[src/rtl/stdp_lut_pkg.sv]
// Shared constants for the STDP exponential weight-update lookup:
// dt window, magnitude table, magnitude width and sign encoding.
package stdp_lut_pkg;

    localparam int unsigned DT_MIN = 2;
    localparam int unsigned DT_MAX = 20;
    localparam int          MAG_W  = 9;
    localparam int          N_MAG  = DT_MAX - DT_MIN + 1;
    localparam int          IDX_W  = $clog2(N_MAG);

    // Mode of a synapse update request.
    typedef enum logic {
        SIGN_MINUS = 1'b0,
        SIGN_PLUS  = 1'b1
    } sign_e;

    // MAG[i] is the magnitude for dt = DT_MIN + i.
    // Listed from dt=20 (highest index) down to dt=2 (index 0).
    localparam logic [N_MAG-1:0][MAG_W-1:0] MAG = {
        9'd9,   9'd10,  9'd13,  9'd16,  9'd20,
        9'd24,  9'd29,  9'd36,  9'd44,  9'd54,
        9'd66,  9'd81,  9'd99,  9'd121, 9'd148,
        9'd180, 9'd220, 9'd269, 9'd329
    };

    // Magnitude for any dt; zero outside the DT_MIN..DT_MAX window.
    function automatic logic [MAG_W-1:0] mag_of(input int unsigned dt);
        logic [MAG_W-1:0] m;
        m = '0;
        if (dt >= DT_MIN && dt <= DT_MAX) begin
            m = MAG[IDX_W'(dt - DT_MIN)];
        end
        return m;
    endfunction

endpackage

[src/rtl/stdp_rr_arbiter.sv]
// Round-robin arbiter: one-hot grant among asserted requests, searching
// from the rotating pointer. The pointer moves past the winner only when
// a grant is actually issued.
module stdp_rr_arbiter #(
    parameter int N_CH = 4
) (
    input  logic            clk,
    input  logic            rst,
    input  logic [N_CH-1:0] req_i,
    input  logic            en_i,
    output logic [N_CH-1:0] grant_o
);

    localparam int PW = (N_CH > 1) ? $clog2(N_CH) : 1;

    logic [PW-1:0]   ptr_q;
    logic [PW-1:0]   ptr_d;
    logic [N_CH-1:0] grant;
    logic [PW-1:0]   idx;
    logic            found;

    // First requester at or after ptr (wrapping at N_CH-1) wins.
    always_comb begin
        grant = '0;
        ptr_d = ptr_q;
        found = 1'b0;
        idx   = '0;
        for (int k = 0; k < N_CH; k++) begin
            idx = PW'((int'(ptr_q) + k) % N_CH);
            if (!found && en_i && req_i[idx]) begin
                grant[idx] = 1'b1;
                found      = 1'b1;
                ptr_d      = PW'((int'(idx) + 1) % N_CH);
            end
        end
    end

    // Pointer register; any grant is an accept since grants only go to requesters.
    always_ff @(posedge clk or negedge rst) begin
        if (!rst) begin
            ptr_q <= '0;
        end else begin
            ptr_q <= ptr_d;
        end
    end

    assign grant_o = grant;

endmodule

[src/rtl/stdp_exp_lut_arb.sv]
// Shared STDP weight-update lookup: round-robin accept of per-channel
// requests into stage 1, then table lookup and sign application into
// the output register. One lookup per cycle with output backpressure.
module stdp_exp_lut_arb
    import stdp_lut_pkg::*;
#(
    parameter int W    = 24,
    parameter int DT_W = 8,
    parameter int N_CH = 4,
    parameter int CH_W = 2
) (
    input  logic                 clk,
    input  logic                 rst,
    input  logic [N_CH-1:0]      req_valid,
    input  logic [N_CH*DT_W-1:0] req_dt,
    input  logic [N_CH-1:0]      req_sign,
    output logic [N_CH-1:0]      req_ready,
    output logic                 rsp_valid,
    input  logic                 rsp_ready,
    output logic [CH_W-1:0]      rsp_ch,
    output logic [W-1:0]         rsp_val
);

    logic [DT_W-1:0] dt_arr [N_CH];

    genvar gi;
    generate
        for (gi = 0; gi < N_CH; gi++) begin : g_dt_split
            assign dt_arr[gi] = req_dt[gi*DT_W +: DT_W];
        end
    endgenerate

    logic            s1_valid_q, s1_valid_d;
    logic [CH_W-1:0] s1_ch_q, s1_ch_d;
    logic [DT_W-1:0] s1_dt_q, s1_dt_d;
    logic            s1_sign_q, s1_sign_d;

    logic            rsp_valid_q, rsp_valid_d;
    logic [CH_W-1:0] rsp_ch_q, rsp_ch_d;
    logic [W-1:0]    rsp_val_q, rsp_val_d;

    logic            adv;
    logic            s1_free;
    logic            arb_en;
    logic [N_CH-1:0] grant;
    logic            accept;

    logic [CH_W-1:0] sel_ch;
    logic [DT_W-1:0] sel_dt;
    logic            sel_sign;

    logic [MAG_W-1:0] mag;
    logic [W-1:0]     mag_ext;
    logic [W-1:0]     lut_val;

    // Output register frees when empty or being consumed; stage 1 frees when
    // empty or moving forward. Grants are suppressed while held in reset.
    assign adv     = !rsp_valid_q || rsp_ready;
    assign s1_free = !s1_valid_q || adv;
    assign arb_en  = s1_free && rst;

    stdp_rr_arbiter #(
        .N_CH (N_CH)
    ) u_arb (
        .clk     (clk),
        .rst     (rst),
        .req_i   (req_valid),
        .en_i    (arb_en),
        .grant_o (grant)
    );

    assign req_ready = grant;
    assign accept    = |grant;

    // Route the granted channel's request fields.
    always_comb begin
        sel_ch   = '0;
        sel_dt   = '0;
        sel_sign = SIGN_MINUS;
        for (int i = 0; i < N_CH; i++) begin
            if (grant[i]) begin
                sel_ch   = CH_W'(i);
                sel_dt   = dt_arr[i];
                sel_sign = req_sign[i];
            end
        end
    end

    // Stage 1 next state: latch on accept, drain when advancing without one.
    always_comb begin
        s1_valid_d = s1_valid_q;
        s1_ch_d    = s1_ch_q;
        s1_dt_d    = s1_dt_q;
        s1_sign_d  = s1_sign_q;
        if (accept) begin
            s1_valid_d = 1'b1;
            s1_ch_d    = sel_ch;
            s1_dt_d    = sel_dt;
            s1_sign_d  = sel_sign;
        end else if (adv) begin
            s1_valid_d = 1'b0;
        end
    end

    // Stage 1 registers.
    always_ff @(posedge clk or negedge rst) begin
        if (!rst) begin
            s1_valid_q <= 1'b0;
            s1_ch_q    <= '0;
            s1_dt_q    <= '0;
            s1_sign_q  <= SIGN_MINUS;
        end else begin
            s1_valid_q <= s1_valid_d;
            s1_ch_q    <= s1_ch_d;
            s1_dt_q    <= s1_dt_d;
            s1_sign_q  <= s1_sign_d;
        end
    end

    // Table lookup and sign; negating a zero magnitude still gives zero.
    always_comb begin
        mag     = mag_of(32'(s1_dt_q));
        mag_ext = W'(mag);
        lut_val = (s1_sign_q == SIGN_PLUS) ? mag_ext : (~mag_ext + W'(1));
    end

    // Output next state: load the stage-1 result whenever the pipe advances.
    always_comb begin
        rsp_valid_d = rsp_valid_q;
        rsp_ch_d    = rsp_ch_q;
        rsp_val_d   = rsp_val_q;
        if (adv) begin
            rsp_valid_d = s1_valid_q;
            rsp_ch_d    = s1_ch_q;
            rsp_val_d   = lut_val;
        end
    end

    // Output registers.
    always_ff @(posedge clk or negedge rst) begin
        if (!rst) begin
            rsp_valid_q <= 1'b0;
            rsp_ch_q    <= '0;
            rsp_val_q   <= '0;
        end else begin
            rsp_valid_q <= rsp_valid_d;
            rsp_ch_q    <= rsp_ch_d;
            rsp_val_q   <= rsp_val_d;
        end
    end

    assign rsp_valid = rsp_valid_q;
    assign rsp_ch    = rsp_ch_q;
    assign rsp_val   = rsp_val_q;

endmodule

[config.mk]
export PLATFORM = sky130hd
export DESIGN_NAME = stdp_exp_lut_arb
export DESIGN_NICKNAME = d
export VERILOG_FILES = /design/src/rtl/stdp_lut_pkg.sv /design/src/rtl/stdp_rr_arbiter.sv /design/src/rtl/stdp_exp_lut_arb.sv
export SDC_FILE = /design/constraint.sdc
export NUM_CORES = 1
export LEC_CHECK = 0
export ABC_CLOCK_PERIOD_IN_PS = 9700
export BUFFER_PORTS_ARGS = -buffer_cell sky130_fd_sc_hd__buf_2
export CAP_MARGIN = 40
export CORE_UTILIZATION = 25
export DETAILED_ROUTE_END_ITERATION = 16
export GPL_ROUTABILITY_DRIVEN = 0
export MAX_ROUTING_LAYER = met4
export PLACE_DENSITY_LB_ADDON = 0.2
export SETUP_SLACK_MARGIN = 0.2
export SYNTH_ARGS = -nofsm -noshare
export SYNTH_HDL_FRONTEND = slang
export SYNTH_HIERARCHICAL = 1
export SYNTH_SLANG_ARGS = --single-unit
[constraint.sdc]
create_clock -name clk -period 9.7 [get_ports clk]
set_input_delay 1.455 -clock clk [delete_from_list [all_inputs] [get_ports clk]]
set_output_delay 1.455 -clock clk [all_outputs]
set_load 0.02 [all_outputs]
Word-level counts from Yosys, hierarchy flattened:

Memory sizes are Yosys's and may differ from the RTL's.
Index checks and enable logic that the tools add are counted.

* bits in registers: 41
* latch bits: 0
* memory bits (writable): 0
* ROM bits: 288
* input port bits: 43
* output and inout bits: 31
* logic and storage cells: 98
* memories kept: 1

* add/subtract/negate cells: 8
* multipliers: 0
* div/mod/pow operators: 0
* $lt $le $gt $ge: 11
* eq/ne operators: 0
* shift operators: 0
* mux-type cells: 43
* bitwise gates (word level): 4
* reduce and logical (&&, ||, !) cells: 23

Memory list
* (name not given): depth 32, width 9, rd ports 1, clocked after Yosys merged registers in 0, write ports 0, line stdp_lut_pkg.sv:31 `m = MAG[IDX_W'(dt - DT_MIN)];`

Operator list (count)
* 2-to-1 mux 8 bit: 4
* adder 24 x 1 -> 24 bit, second input constant: 1
* 2-to-1 mux 24 bit: 1
* inverter 9 -> 24 bit: 1
* 2-to-1 mux 1 bit: 18
* 2-to-1 mux 9 bit: 2
* 2-to-1 mux 4 bit: 4
* logical AND 1 bit: 13
* < comparator 2 x 3 -> 1 bit, second input constant: 4
* 2-to-1 mux 2 bit: 6
* bitwise OR 4 bit: 3
* adder 2 x 1 -> 2 bit, second input constant: 4
* binary-select mux 1 bit (select 2 bit): 4
* demux 1 bit (select 2 bit): 4
* greater-or-equal comparator 2 x 1 -> 1 bit, second input constant: 4
* greater-or-equal comparator 8 x 2 -> 1 bit, second input constant: 1
* <= comparator 8 x 5 -> 1 bit, second input constant: 1
* < comparator 5 x 6 -> 1 bit, second input constant: 1
* logical NOT 1 bit: 5
* subtractor 5 x 2 -> 5 bit, second input constant: 1
* adder 2 bit, second input constant: 2
* nonzero test 4 bit: 1
* OR reduction 4 bit: 1
* logical OR 1 bit: 2
* nonzero test 2 bit: 1

Logic depth before layout (Yosys ltp):

Gate-level depths: netlist of run 1.

* word-level depth: 22
* depth in mapped cells: 14
* mapped depth without buffers: 13

Modules after synthesis:

Netlist of run 1, hierarchy kept.

Modules (own cells, without submodules)
* stdp_exp_lut_arb: times used 1, cells an instance 259, area an instance 2140.8 um^2, sequential area each 800.8 um^2
* stdp_rr_arbiter: times used 1, cells an instance 54, area an instance 476.7 um^2, sequential area each 50.0 um^2

Worst setup path after synthesis of run 1:

No wires, ideal clock.

* path type: input port to output port
* from: input port rsp_ready
* to: output port req_ready[3]
* arrival time: 3184 ps
* data required time: 8245 ps
* path slack: 5061 ps
* stages: 8
* path buffers: 1
* path through: nor2b_1 clkbuf_1 a21boi_0 nand2b_1 o22a_1 and3_1 a222oi_1 nand2_1

* cells in the longest elaborated chain, start to end: 17
* elaborated cells on any way between the ends: 23
* classes of those cells: 7 x mux; 3 x bitwise; 13 x reduce/logical

RTL lines
* from (decl): line stdp_exp_lut_arb.sv:19 `input logic rsp_ready,`
* logical OR 1 bit (*): line stdp_exp_lut_arb.sv:58 `assign adv = !rsp_valid_q || rsp_ready;`
* logical OR 1 bit (*): line stdp_exp_lut_arb.sv:59 `assign s1_free = !s1_valid_q || adv;`
* logical AND 1 bit (*): line stdp_exp_lut_arb.sv:60 `assign arb_en = s1_free && rst;`
* net arb_en: line stdp_exp_lut_arb.sv:44 `logic arb_en;`
* logical AND 1 bit: line stdp_rr_arbiter.sv:30 `if (!found && en_i && req_i[idx]) begin`
* 2-to-1 mux 1 bit: line stdp_rr_arbiter.sv:30
* logical NOT 1 bit: line stdp_rr_arbiter.sv:30
* logical AND 1 bit (2 in series): line stdp_rr_arbiter.sv:30
* 2-to-1 mux 1 bit: line stdp_rr_arbiter.sv:30
* logical NOT 1 bit: line stdp_rr_arbiter.sv:30
* logical AND 1 bit (2 in series): line stdp_rr_arbiter.sv:30
* 2-to-1 mux 1 bit: line stdp_rr_arbiter.sv:30
* logical NOT 1 bit: line stdp_rr_arbiter.sv:30
* logical AND 1 bit (2 in series): line stdp_rr_arbiter.sv:30
* 2-to-1 mux 4 bit (*): line stdp_rr_arbiter.sv:30
* to (decl): line stdp_exp_lut_arb.sv:17 `output logic [N_CH-1:0] req_ready,`

The timed path passes the listed nets; every way through them passes the cells marked *.

Worst setup path after layout of run 1:

* from: input port rst
* to: output port req_ready[3]

* cells in the longest elaborated chain, start to end: 15
* elaborated cells on any way between the ends: 21
* classes of those cells: 7 x mux; 3 x bitwise; 11 x reduce/logical

RTL lines
* from (decl): line stdp_exp_lut_arb.sv:13 `input logic rst,`
* logical AND 1 bit (*): line stdp_exp_lut_arb.sv:60
* net arb_en: line stdp_exp_lut_arb.sv:44
* logical AND 1 bit: line stdp_rr_arbiter.sv:30
* 2-to-1 mux 1 bit: line stdp_rr_arbiter.sv:30
* logical NOT 1 bit: line stdp_rr_arbiter.sv:30
* logical AND 1 bit (2 in series): line stdp_rr_arbiter.sv:30
* 2-to-1 mux 1 bit: line stdp_rr_arbiter.sv:30
* logical NOT 1 bit: line stdp_rr_arbiter.sv:30
* logical AND 1 bit (2 in series): line stdp_rr_arbiter.sv:30
* 2-to-1 mux 1 bit: line stdp_rr_arbiter.sv:30
* logical NOT 1 bit: line stdp_rr_arbiter.sv:30
* logical AND 1 bit (2 in series): line stdp_rr_arbiter.sv:30
* 2-to-1 mux 4 bit (*): line stdp_rr_arbiter.sv:30

Marked as above.

==> metrics, run 1 <==
max-cap viol count=0; TNS Setup=0 ns; die width=104 um; ratio of cells with drive above 1 in the final layout=a little over a quarter; vias in the first global route=2,373; Crit. End Element=output port; critical path's most frequent cell=buf_2; Tcrit/Tclk final=between 50 and 60%; P_leak=1.49 nW; Netlist cell types=56; Sw Share=~52%; DRT antenna net count=0; HPWL Detailed=5150 um; Post-CTS Hold Buffers=0; WL met2=~3000 um; syn nets=370; die area=10,900 sq um; antenna cells=0; post-synth top area cell=dfrtp_1; Seq pwr share=22.8%; routed len/inst=13.2 um; Slowest Stage Delay on Critical Path=0.60 ns; syn avg cell area=roughly 8.4 sq um; CP Max Fanout=35; Post-synth EDFFs=0; synth top area cells=dfrtp_1, ha_1, nand2_1; die span in y=104 um; Fmax=172 MHz; Finish-stage setup viols=0; Tot Pwr=0.00122 W; Slew Viols, Final=0; Worst Path Arrival=approximately 4.4 ns; CTS tree=yes; worst-skew pair later-pin latency=0.29 ns; outcome=finished clean; DRT met1 WL=3330 um; Setup Skew=0.00708 ns; post-CTS setup buffers=0; final wirelength=6720 um; P_sw=~0.00063 W; initial drt markers=119; Hold WC Path Type=flop to flop; path type of the worst setup path=input pin to output port; Main synth FF type=dfrtp_1; Area Overhead vs Synth=20.0%; Vias=2,470; most frequent cells after synthesis=nand2_1, nor2_1, dfrtp_1, a21oi_1, o21ai_0; CTS-repair resized insts=0; Clk pin slew, worst setup/hold paths=0.07 ns; share of the synthesized area in the top cell type=around a third; Syn Inst Count=313; WP data required=between 8 and 9 ns; WHS=0.468 ns; most frequent cell after synthesis=nand2_1; slew of the pin with the lowest slew margin=0.805 ns; nets@finish=roughly 430; Initial Util=a little over a quarter; top sig layer=met4; flops & latches, synth=34; minimum clock period=5.80 ns; initial antenna violation count=0; # port buffers=73; GRT Util Overall=13.3%; final hold violations=0; slowest stage cell, crit path=buf_2; unrepaired setup endpoints after global routing=false; average vias per placed instance=between 4 and 5; Startpoint Class=input pin; DR WL met3=320 um; Register-to-Register Path Depth=11; Root Driver=clkbuf_8; Worst IR Drop VDD=0.000139 V; worst-path cell chain=buf_2 -> a21boi_0 -> nand2b_1 -> o22a_1 -> and3_1 -> a222oi_1 -> nand2_1 -> buf_2; clock buffer depth=2; Mapped Area=2620 sq um; CTS HTree Levels=2; DRC Markers=0; Max-slew headroom=45.9%; Core Area=9950 sq um; Pint=0.000585 W; Clk pwr share=9.3%; PwrDens=387 nW/um^2; I/O Pins=74; final global-route overflow total=0; async set-reset flop share out of synthesis=100%; hold path cells=2; Seq/Total Area, Yosys=around a third; largest net degree at the start of global routing=36; first-pass GRT wire length=11,500 um; CTS buffer count=5; CTS Sinks=34; combinational group share of total power=67.9%; Synth warnings=6; First-pass DRT Iterations=4; row cnt=36
==> sequential cells by signal, indices dropped and copies added (netlist names) <==
register	cells
rsp_valid	1
rsp_val	17
s1_ch_q	2
s1_sign_q	1
u_arb/ptr_q	2
s1_valid_q	1
s1_dt_q	8
rsp_ch	2
==> power by group through the flow <==
stage,clock network (W),registers (W),logic [W]
floorplan,0,0.000286,0.000639
global placement,0,0.000281,0.000824
detailed placement,0,0.000282,0.000828
CTS,0.000120,0.000279,0.000832
global route,0.000125,0.000289,0.000944
finish,0.000113,0.000278,0.000826
==> logic make-up after synthesis <==
group / share of synthesized area [%]
muxes: 4.73
and+or+nand+nor: 21.6
xor gates and xnor gates: 1.63
AOI/OAI and AO/OA: 26.9
DFF: 32.5
buffers and inverters: 6.02
adders and majority gates: 6.69
==> layer usage <==
layer	track usage, %	vias up
met5	-	-
met4	2.14	0
met3	2.32	2
met2	21.5	70
met1	17.6	1137
li1	-	1261
==> through the flow <==
step / util (%) / instance area [sq um] / instances / worst slack [ns]
floorplan: - / 2620 / 313 / 5.06
global placement: 30.5 / 3040 / 500 / 3.96
detailed placement: 30.6 / 3050 / 501 / 3.82
CTS: 31.5 / 3140 / 509 / 3.81
global route: 31.5 / 3140 / 509 / 3.42
finish: 31.5 / 3140 / 509 / 3.90
==> worst max-delay path, delay by kind of cell <==
kind | cells | cell delay, ns
AO/OA/AOI/OAI | 3 | 1.16
buffers and inverters | 2 | 0.91
AND/OR/NAND/NOR | 3 | 0.80
==> path summary, 6_finish.rpt <==
path	slack (ns)	to	start
setup / recovery	3.90	req_ready[3]	rst
hold / removal	0.47	rsp_ch[0]$_DFFE_PN0P_	rsp_ch[0]$_DFFE_PN0P_
setup reg to reg	5.53	s1_dt_q[7]$_DFFE_PN0P_	u_arb/ptr_q[0]$_DFFE_PN0P_
hold reg to reg	0.47	rsp_ch[0]$_DFFE_PN0P_	rsp_ch[0]$_DFFE_PN0P_
max in group asynchronous	7.96	s1_dt_q[1]$_DFFE_PN0P_	rst
min in group asynchronous	1.24	rsp_val[6]$_DFFE_PN0P_	rst
==> cell usage in the layout, fill, tap and decap left out, drive strengths merged, types with 3 or more instances in the layout <==
master / count
buf: 75
nand2: 43
nor2: 36
dfrtp: 34
a21oi: 28
o21ai: 19
ha: 14
inv: 11
o211ai: 10
nor3: 9
a22oi: 8
nand2b: 6
clkbuf: 6
nand3: 5
and3: 4
o21a: 4
a222oi: 4
nor4: 4
mux2i: 3
nor2b: 3
o22ai: 3
or3: 3
o311a: 3
mux4: 3
==> area by class of cell <==
cell class / count / area [sq um]
Clock buffer: 6 / 82.6
Fill cell: 1091 / 6810
Clock inverter: 2 / 12.5
Multi-Input combinational cell: 248 / 1610
Inverter: 11 / 41.3
Sequential cell: 34 / 851
Tap cell: 133 / 166
Timing Repair Buffer: 75 / 378
Note: power is estimated with default switching activity, not from simulation.
==> inputs of run 2 (changes only) <==
--- a/config.mk
+++ b/config.mk
@@ -5,7 +5,7 @@
 export SDC_FILE = /design/constraint.sdc
 export NUM_CORES = 1
 export LEC_CHECK = 0
-export ABC_CLOCK_PERIOD_IN_PS = 9700
+export ABC_CLOCK_PERIOD_IN_PS = 4850
 export BUFFER_PORTS_ARGS = -buffer_cell sky130_fd_sc_hd__buf_2
 export CAP_MARGIN = 40
 export CORE_UTILIZATION = 25
==> constraint.sdc (replaced) <==
create_clock -name clk -period 4.85 [get_ports clk]
set_input_delay 0.7275 -clock clk [delete_from_list [all_inputs] [get_ports clk]]
set_output_delay 0.7275 -clock clk [all_outputs]
set_load 0.02 [all_outputs]
==> run 2 against run 1 <==
  * Largest power group unchanged
  * Die area did not move
  * Cell area rose by 0.44%
  * Register-to-register slack worse by 4.4 ns
  * Critical endpoint unchanged
  * Global-route usage fell by 0.47 points
  * Final cell count increased by 0.39%
  * First-iteration DRC count up 9.2%
  * Sequential share of layout area down 0.12 points
  * Wire length unchanged
  * Non-clock buffer count grew 2
  * Sequential cell count stayed put
  * Hold slack hardly changed
  * Combinational power rose by 100%
==> metrics, run 2 (same netlist as run 1, synthesis figures left out) <==
HPWL Detailed=5250 um (was 5150 um); die area=10,900 sq um (unchanged); CP Max Fanout=22 (was 35); Slowest Stage Delay on Critical Path=0.64 ns (was 0.60 ns); Worst Path Arrival=3.31 ns (was 4.35 ns); Post-CTS Hold Buffers=0 (unchanged); ratio of cells with drive above 1 in the final layout=26.7% (was 26.6%); Tot Pwr=0.00245 W (was 0.00122 W); combinational group share of total power=68.7% (was 67.9%); critical path's most frequent cell=buf_2 (unchanged); Vias=2,477 (was 2,470); Finish-stage setup viols=0 (unchanged); TNS Setup=0 ns (unchanged); CTS buffer count=5 (unchanged); First-pass DRT Iterations=5 (was 4); CTS-repair resized insts=0 (unchanged); I/O Pins=74 (unchanged); pre-CTS WS=0.807 ns (was 3.82 ns); Setup Skew=0.00726 ns (was 0.00708 ns); Seq pwr share=22.6% (was 22.8%); Slew Viols, Final=0 (unchanged); Pint=0.00119 W (was 0.000585 W); path type of the worst setup path=input pin to output port (unchanged); # port buffers=73 (unchanged); clock buffer depth=2 (unchanged); WP data required=4.12 ns (was 8.25 ns); die span in y=104 um (unchanged); Tcrit/Tclk final=83.3%; Crit. End Element=output port (unchanged); Hold WC Path Type=flop to flop (unchanged); Sw Share=51.4% (was 51.9%); Area Overhead vs Synth=20.5% (was 20.0%); worst-skew pair later-pin latency=0.28 ns (was 0.29 ns); most frequent cells in the layout=buf_2, nand2_1, nor2_1 (unchanged); Clk pin slew, worst setup/hold paths=0.07 ns (about the same); DRT antenna net count=0 (unchanged); Core Area=9950 sq um (unchanged); max reg flops=17 (unchanged); slew of the pin with the lowest slew margin=0.782 ns (was 0.805 ns); largest net degree at the start of global routing=35 (was 36); Root Driver=clkbuf_8 (unchanged); slowest stage cell, crit path=a21boi_0 (was buf_2); initial drt markers=130 (was 119); first-pass GRT wire length=11,200 um (was 11,500 um); routed len/inst=13.1 um (was 13.2 um); final instance area=3150 sq um (was 3140 sq um); post-layout worst setup margin=0.810 ns (was 3.90 ns); Startpoint Class=input pin (unchanged); CTS tree=yes (unchanged); Initial Util=26.3% (unchanged); max-cap viol count=0 (unchanged); P_leak=1.50 nW (was 1.49 nW); most common cell after layout, fill and taps aside=buf_2 (unchanged); nets@finish=434 (was 432); Fmax=between 200 and 250 MHz; GRT Util Overall=12.8% (was 13.3%); final wirelength=6720 um (unchanged); DRC Markers=0 (unchanged); antenna cells=0 (unchanged); Placed Area=3060 sq um (was 3050 sq um); Max-slew headroom=47.4% (was 45.9%); unrepaired setup endpoints after global routing=false (unchanged); CTS Sinks=34 (unchanged); final global-route overflow total=0 (unchanged); vias in the first global route=2,309 (was 2,373); Clk pwr share=8.7% (was 9.3%); average vias per placed instance=4.85 (about the same); row cnt=36 (unchanged); worst-path cell chain=buf_2 -> nor2b_1 -> a21boi_0 -> nand2b_1 -> o22a_1 -> and3_1 -> a222oi_1 -> nand2_1 -> buf_2 (was buf_2 -> a21boi_0 -> nand2b_1 -> o22a_1 -> and3_1 -> a222oi_1 -> nand2_1 -> buf_2); final hold violations=0 (unchanged); post-CTS setup buffers=0 (unchanged); die width=104 um (unchanged); Worst IR Drop VDD=0.000349 V (was 0.000139 V); initial antenna violation count=0 (unchanged); PwrDens=775 nW/um^2 (was 387 nW/um^2); final design utilization=31.7% (was 31.5%); CTS HTree Levels=2 (unchanged); outcome=finished clean (unchanged); P_sw=0.00126 W (was 0.000631 W); minimum clock period=4.04 ns
## run 2: final timing paths
path | startpoint | end | slack [ns] | cells after the start
max | rsp_ready | req_ready[3] | 0.81 | 9
min | rsp_ch[1]$_DFFE_PN0P_ | rsp_ch[1]$_DFFE_PN0P_ | 0.47 | 2
max reg2reg | u_arb/ptr_q[0]$_DFFE_PN0P_ | s1_sign_q$_DFFE_PN0P_ | 1.13 | 12
min reg2reg | rsp_ch[1]$_DFFE_PN0P_ | rsp_ch[1]$_DFFE_PN0P_ | 0.47 | 2
max in group asynchronous | rst | s1_valid_q$_DFFE_PN0P_ | 4.05 | 2
min in group asynchronous | rst | rsp_val[21]$_DFFE_PN0P_ | 0.49 | 2
## run 2: metal layers
metal	wire length, um	GRT usage (%)
met5	0	-
met4	39	2.45
met3	367	2.57
met2	2990	20.0
met1	3320	17.2
## run 2: area by class of cell
type                       count  area, sq um
fill                        1052         6800
multi-input combinational    248         1610
sequential                    34          851
timing repair buffer          77          395
tap                          133          166
clock buffer                   7         86.3
inverter                      11         41.3
clock inverter                 1         5.00
## run 2: through the flow
| stage | hold slack, ns | std cells |
|---|---|---|
| after floorplan | 0.432 | 313 |
| after global placement | 0.450 | 503 |
| after detailed placement | 0.461 | 503 |
| after CTS | 0.477 | 511 |
| after global routing | 0.496 | 511 |
| final | 0.468 | 511 |
## run 2: power by group through the flow
stage,Sequential [W],Combinational [W],Clock (W)
2_1_floorplan,0.000572,0.00128,0
3_3_place_gp,0.000562,0.00166,0
3_5_place_dp,0.000561,0.00168,0
4_1_cts,0.000556,0.00169,0.000221
5_1_grt,0.000577,0.00190,0.000235
6_report,0.000551,0.00168,0.000214
## run 2: worst max-delay path, delay by kind of cell
kind,cells,cell delay (ns)
AO/OA/AOI/OAI,3,1.30
buffers and inverters,2,0.40
AND/OR/NAND/NOR,4,0.90
==> inputs of run 3 (changes only) <==
--- a/config.mk
+++ b/config.mk
@@ -5,7 +5,8 @@
 export SDC_FILE = /design/constraint.sdc
 export NUM_CORES = 1
 export LEC_CHECK = 0
-export ABC_CLOCK_PERIOD_IN_PS = 4850
+export ABC_AREA = 1
+export ABC_CLOCK_PERIOD_IN_PS = 3900
 export BUFFER_PORTS_ARGS = -buffer_cell sky130_fd_sc_hd__buf_2
 export CAP_MARGIN = 40
 export CORE_UTILIZATION = 25
==> constraint.sdc (replaced) <==
create_clock -name clk -period 3.9 [get_ports clk]
set_input_delay 0.585 -clock clk [delete_from_list [all_inputs] [get_ports clk]]
set_output_delay 0.585 -clock clk [all_outputs]
set_load 0.02 [all_outputs]
==> run 3 against run 2 <==
  * Count of clock-buffer cells in the layout stayed put
  * Sequential power grew 24%
  * Synthesized cell count up 26%
  * Utilization shrank 0.11 points
  * Cell area rose by 3.8%
  * Hold slack lost 0.055 ns
  * Clock power grew 27%
  * Die area up 2.8%
  * Register-to-register slack worse by 0.24 ns
  * Combinational power up 48%
  * Setup slack got worse by 0.16 ns
  * Critical endpoint is now req_ready[1]
==> metrics, run 3 <==
fraction of the mapped netlist area in compound gates=13.3% (was 26.9%); largest family of logic cells by synthesized area=simple AND/OR/NAND/NOR gates (was compound AO/OA/AOI/OAI gates); # port buffers=73 (unchanged); most frequent cells after synthesis=nand2_1, dfrtp_1, inv_1, o21ai_0, nand3_1 (was nand2_1, nor2_1, dfrtp_1, a21oi_1, o21ai_0); I/O Pins=74 (unchanged); worst-skew pair later-pin latency=0.28 ns (about the same); CTS tree=yes (unchanged); slew of the pin with the lowest slew margin=0.630 ns (was 0.782 ns); post-synth top area cell=dfrtp_1 (unchanged); Setup Skew=0.00765 ns (was 0.00726 ns); share of the synthesized area in the top cell type=31.6% (was 32.5%); PwrDens=1050 nW/um^2 (was 775 nW/um^2); most frequent cell after synthesis=nand2_1 (unchanged); initial drt markers=144 (was 130); most common cell after layout, fill and taps aside=nand2_1 (was buf_2); WP data required=3.31 ns (was 4.12 ns); row cnt=37 (was 36); Netlist cell types=34 (was 56); outcome=finished clean (unchanged); routed len/inst=11.8 um (was 13.1 um); final wirelength=7060 um (was 6720 um); GRT Util Overall=13.8% (was 12.8%); Seq/Total Area, Yosys=31.6% (was 32.5%); Main synth FF type=dfrtp_1 (unchanged); final global-route overflow total=0 (unchanged); Initial Util=26.0% (was 26.3%); die area=11,200 sq um (was 10,900 sq um); Placed Area=3180 sq um (was 3060 sq um); die span in y=106 um (was 104 um); vias in the first global route=2,599 (was 2,309); Startpoint Class=flop (was input pin); TNS Setup=0 ns (unchanged); clock buffer depth=2 (unchanged); adder-cell share of the synthesized area=6.51% (was 6.69%); Fmax=around 300 MHz; Hold WC Path Type=input pin to asynchronous set/reset pin (was flop to flop); Syn Inst Count=394 (was 313); Area Overhead vs Synth=21.7% (was 20.5%); unrepaired setup endpoints after global routing=false (unchanged); ratio of cells with drive above 1 in the final layout=26.9% (was 26.7%); final instance area=3270 sq um (was 3150 sq um); flops & latches, synth=34 (unchanged); CP Max Fanout=7 (was 22); Synth warnings=6 (unchanged); syn avg cell area=6.83 sq um (was 8.36 sq um); first-pass GRT wire length=12,200 um (was 11,200 um); CTS-repair resized insts=0 (unchanged); P_leak=1.74 nW (was 1.50 nW); most frequent cells in the layout=nand2_1, buf_2, dfrtp_1 (was buf_2, nand2_1, nor2_1); initial antenna violation count=0 (unchanged); path type of the worst setup path=flop to output port (was input pin to output port); max-cap viol count=0 (unchanged); final hold violations=0 (unchanged); syn nets=451 (was 370); Finish-stage setup viols=0 (unchanged); max reg flops=17 (unchanged); final design utilization=31.6% (was 31.7%); register-to-register setup slack=0.89 ns (was 1.13 ns); DRC Markers=0 (unchanged); Vias=2,652 (was 2,477); antenna cells=0 (unchanged); XOR/XNOR Fraction of Synth Area=0.651% (was 1.63%); Max-slew headroom=57.6% (was 47.4%); CTS HTree Levels=2 (unchanged); multiplexer share of the synthesized area=0% (was 4.73%); First-pass DRT Iterations=4 (was 5); Slew Viols, Final=0 (unchanged); Core Area=10,400 sq um (was 9950 sq um); async set-reset flop share out of synthesis=100% (unchanged); Crit. End Element=output port (unchanged); DRT antenna net count=0 (unchanged); CTS buffer count=5 (unchanged); nets@finish=520 (was 434); largest net degree at the start of global routing=35 (unchanged); CTS Sinks=34 (unchanged); die width=106 um (was 104 um); Clk pin slew, worst setup/hold paths=0.07 ns (about the same); average vias per placed instance=4.42 (was 4.85); post-CTS setup buffers=0 (unchanged); Post-synth EDFFs=0 (unchanged); HPWL Detailed=5540 um (was 5250 um); Tcrit/Tclk final=83.2%; Root Driver=clkbuf_8 (unchanged); Worst Path Arrival=2.66 ns (was 3.31 ns); synth top area cells=dfrtp_1, nand2_1, ha_1 (was dfrtp_1, ha_1, nand2_1); simple-gate portion of the synthesized area=39.0% (was 21.6%); Mapped Area=2690 sq um (was 2620 sq um); Worst IR Drop VDD=0.000501 V (was 0.000349 V); Post-CTS Hold Buffers=0 (unchanged); minimum clock period=3.25 ns
==> run 3: cell count changes after synthesis, moves of 6 or more <==
cell	before	now
nand2_1	43	152
a21oi_1	28	6
inv_1	11	31
nand3_1	5	24
nor2_1	36	18
o21ai_0	19	30
nand2_2	0	10
inv_2	0	7
nand3_2	0	7
nor3_1	9	2
nand2b_1	6	0
==> run 3: layout make-up <==
class / instances / area, sq um
fillers: 1192 / 7100
multi-input cells: 304 / 1610
flip-flops and latches: 34 / 851
repair buffers: 79 / 410
well taps: 136 / 170
inverters: 39 / 146
clock buffers: 7 / 86.3
clock inverters: 1 / 5.00
==> run 3: report_power, final <==
group	internal, W	leakage [nW]	switching [W]	total (W)
logic	0.000845	1.27	0.00163	0.00248
clock network	0.000143	0.0482	0.000128	0.000271
registers	0.000541	0.423	0.000144	0.000685
==> run 3: cell families (layout without fill, tap and decap cells) <==
kind of cell,after synthesis,after routing
simple gates,230,230
fa+ha+maj,14,14
flops,34,34
buf+inv,56,126
xor+xnor,2,2
compound gates,58,58
==> run 3: metal layers <==
| layer | part of all wire [%] | track usage, % | vias to the layer above | wire (um) |
|---|---|---|---|---|
| met5 | 0 | - | - | 0 |
| met4 | 0.59 | 2.68 | 0 | 42 |
| met3 | 5.7 | 2.47 | 4 | 400 |
| met2 | 45 | 21.8 | 79 | 3160 |
| met1 | 49 | 18.5 | 1173 | 3450 |
| li1 | - | - | 1396 | - |
==> run 3: worst paths after layout <==
check,to,cells past startpoint,startpoint
worst max register to register,s1_dt_q[2]$_DFFE_PN0P_,14,u_arb/ptr_q[0]$_DFFE_PN0P_
worst min-delay path,rsp_val[1]$_DFFE_PN0P_,2,rst
worst min register to register,rsp_valid$_DFFE_PN0P_,2,s1_valid_q$_DFFE_PN0P_
min in group clk,rsp_valid$_DFFE_PN0P_,2,s1_valid_q$_DFFE_PN0P_
max in group asynchronous,s1_dt_q[1]$_DFFE_PN0P_,2,rst
worst max-delay path,req_ready[1],10,u_arb/ptr_q[0]$_DFFE_PN0P_
==> run 3: metrics by stage <==
step | std cells | total power [W] | setup WS (ns) | hold WS (ns)
2_1_floorplan | 394 | 0.00259 | 0.873 | 0.289
6_report | 600 | 0.00343 | 0.653 | 0.413
3_5_place_dp | 592 | 0.00319 | 0.709 | 0.462
4_1_cts | 600 | 0.00348 | 0.634 | 0.418
5_1_grt | 600 | 0.00388 | 0.361 | 0.455
3_3_place_gp | 592 | 0.00316 | 0.871 | 0.453
==> run 3: worst max-delay path: stages (launching register included) <==
cell     delay [ns]
dfrtp_1        0.47
inv_2          0.13
ha_1           0.38
inv_1          0.12
nand3_2        0.11
nand2_2        0.10
nand3_4        0.09
inv_2          0.08
nand2_2        0.09
o21ai_0        0.53
buf_2          0.28
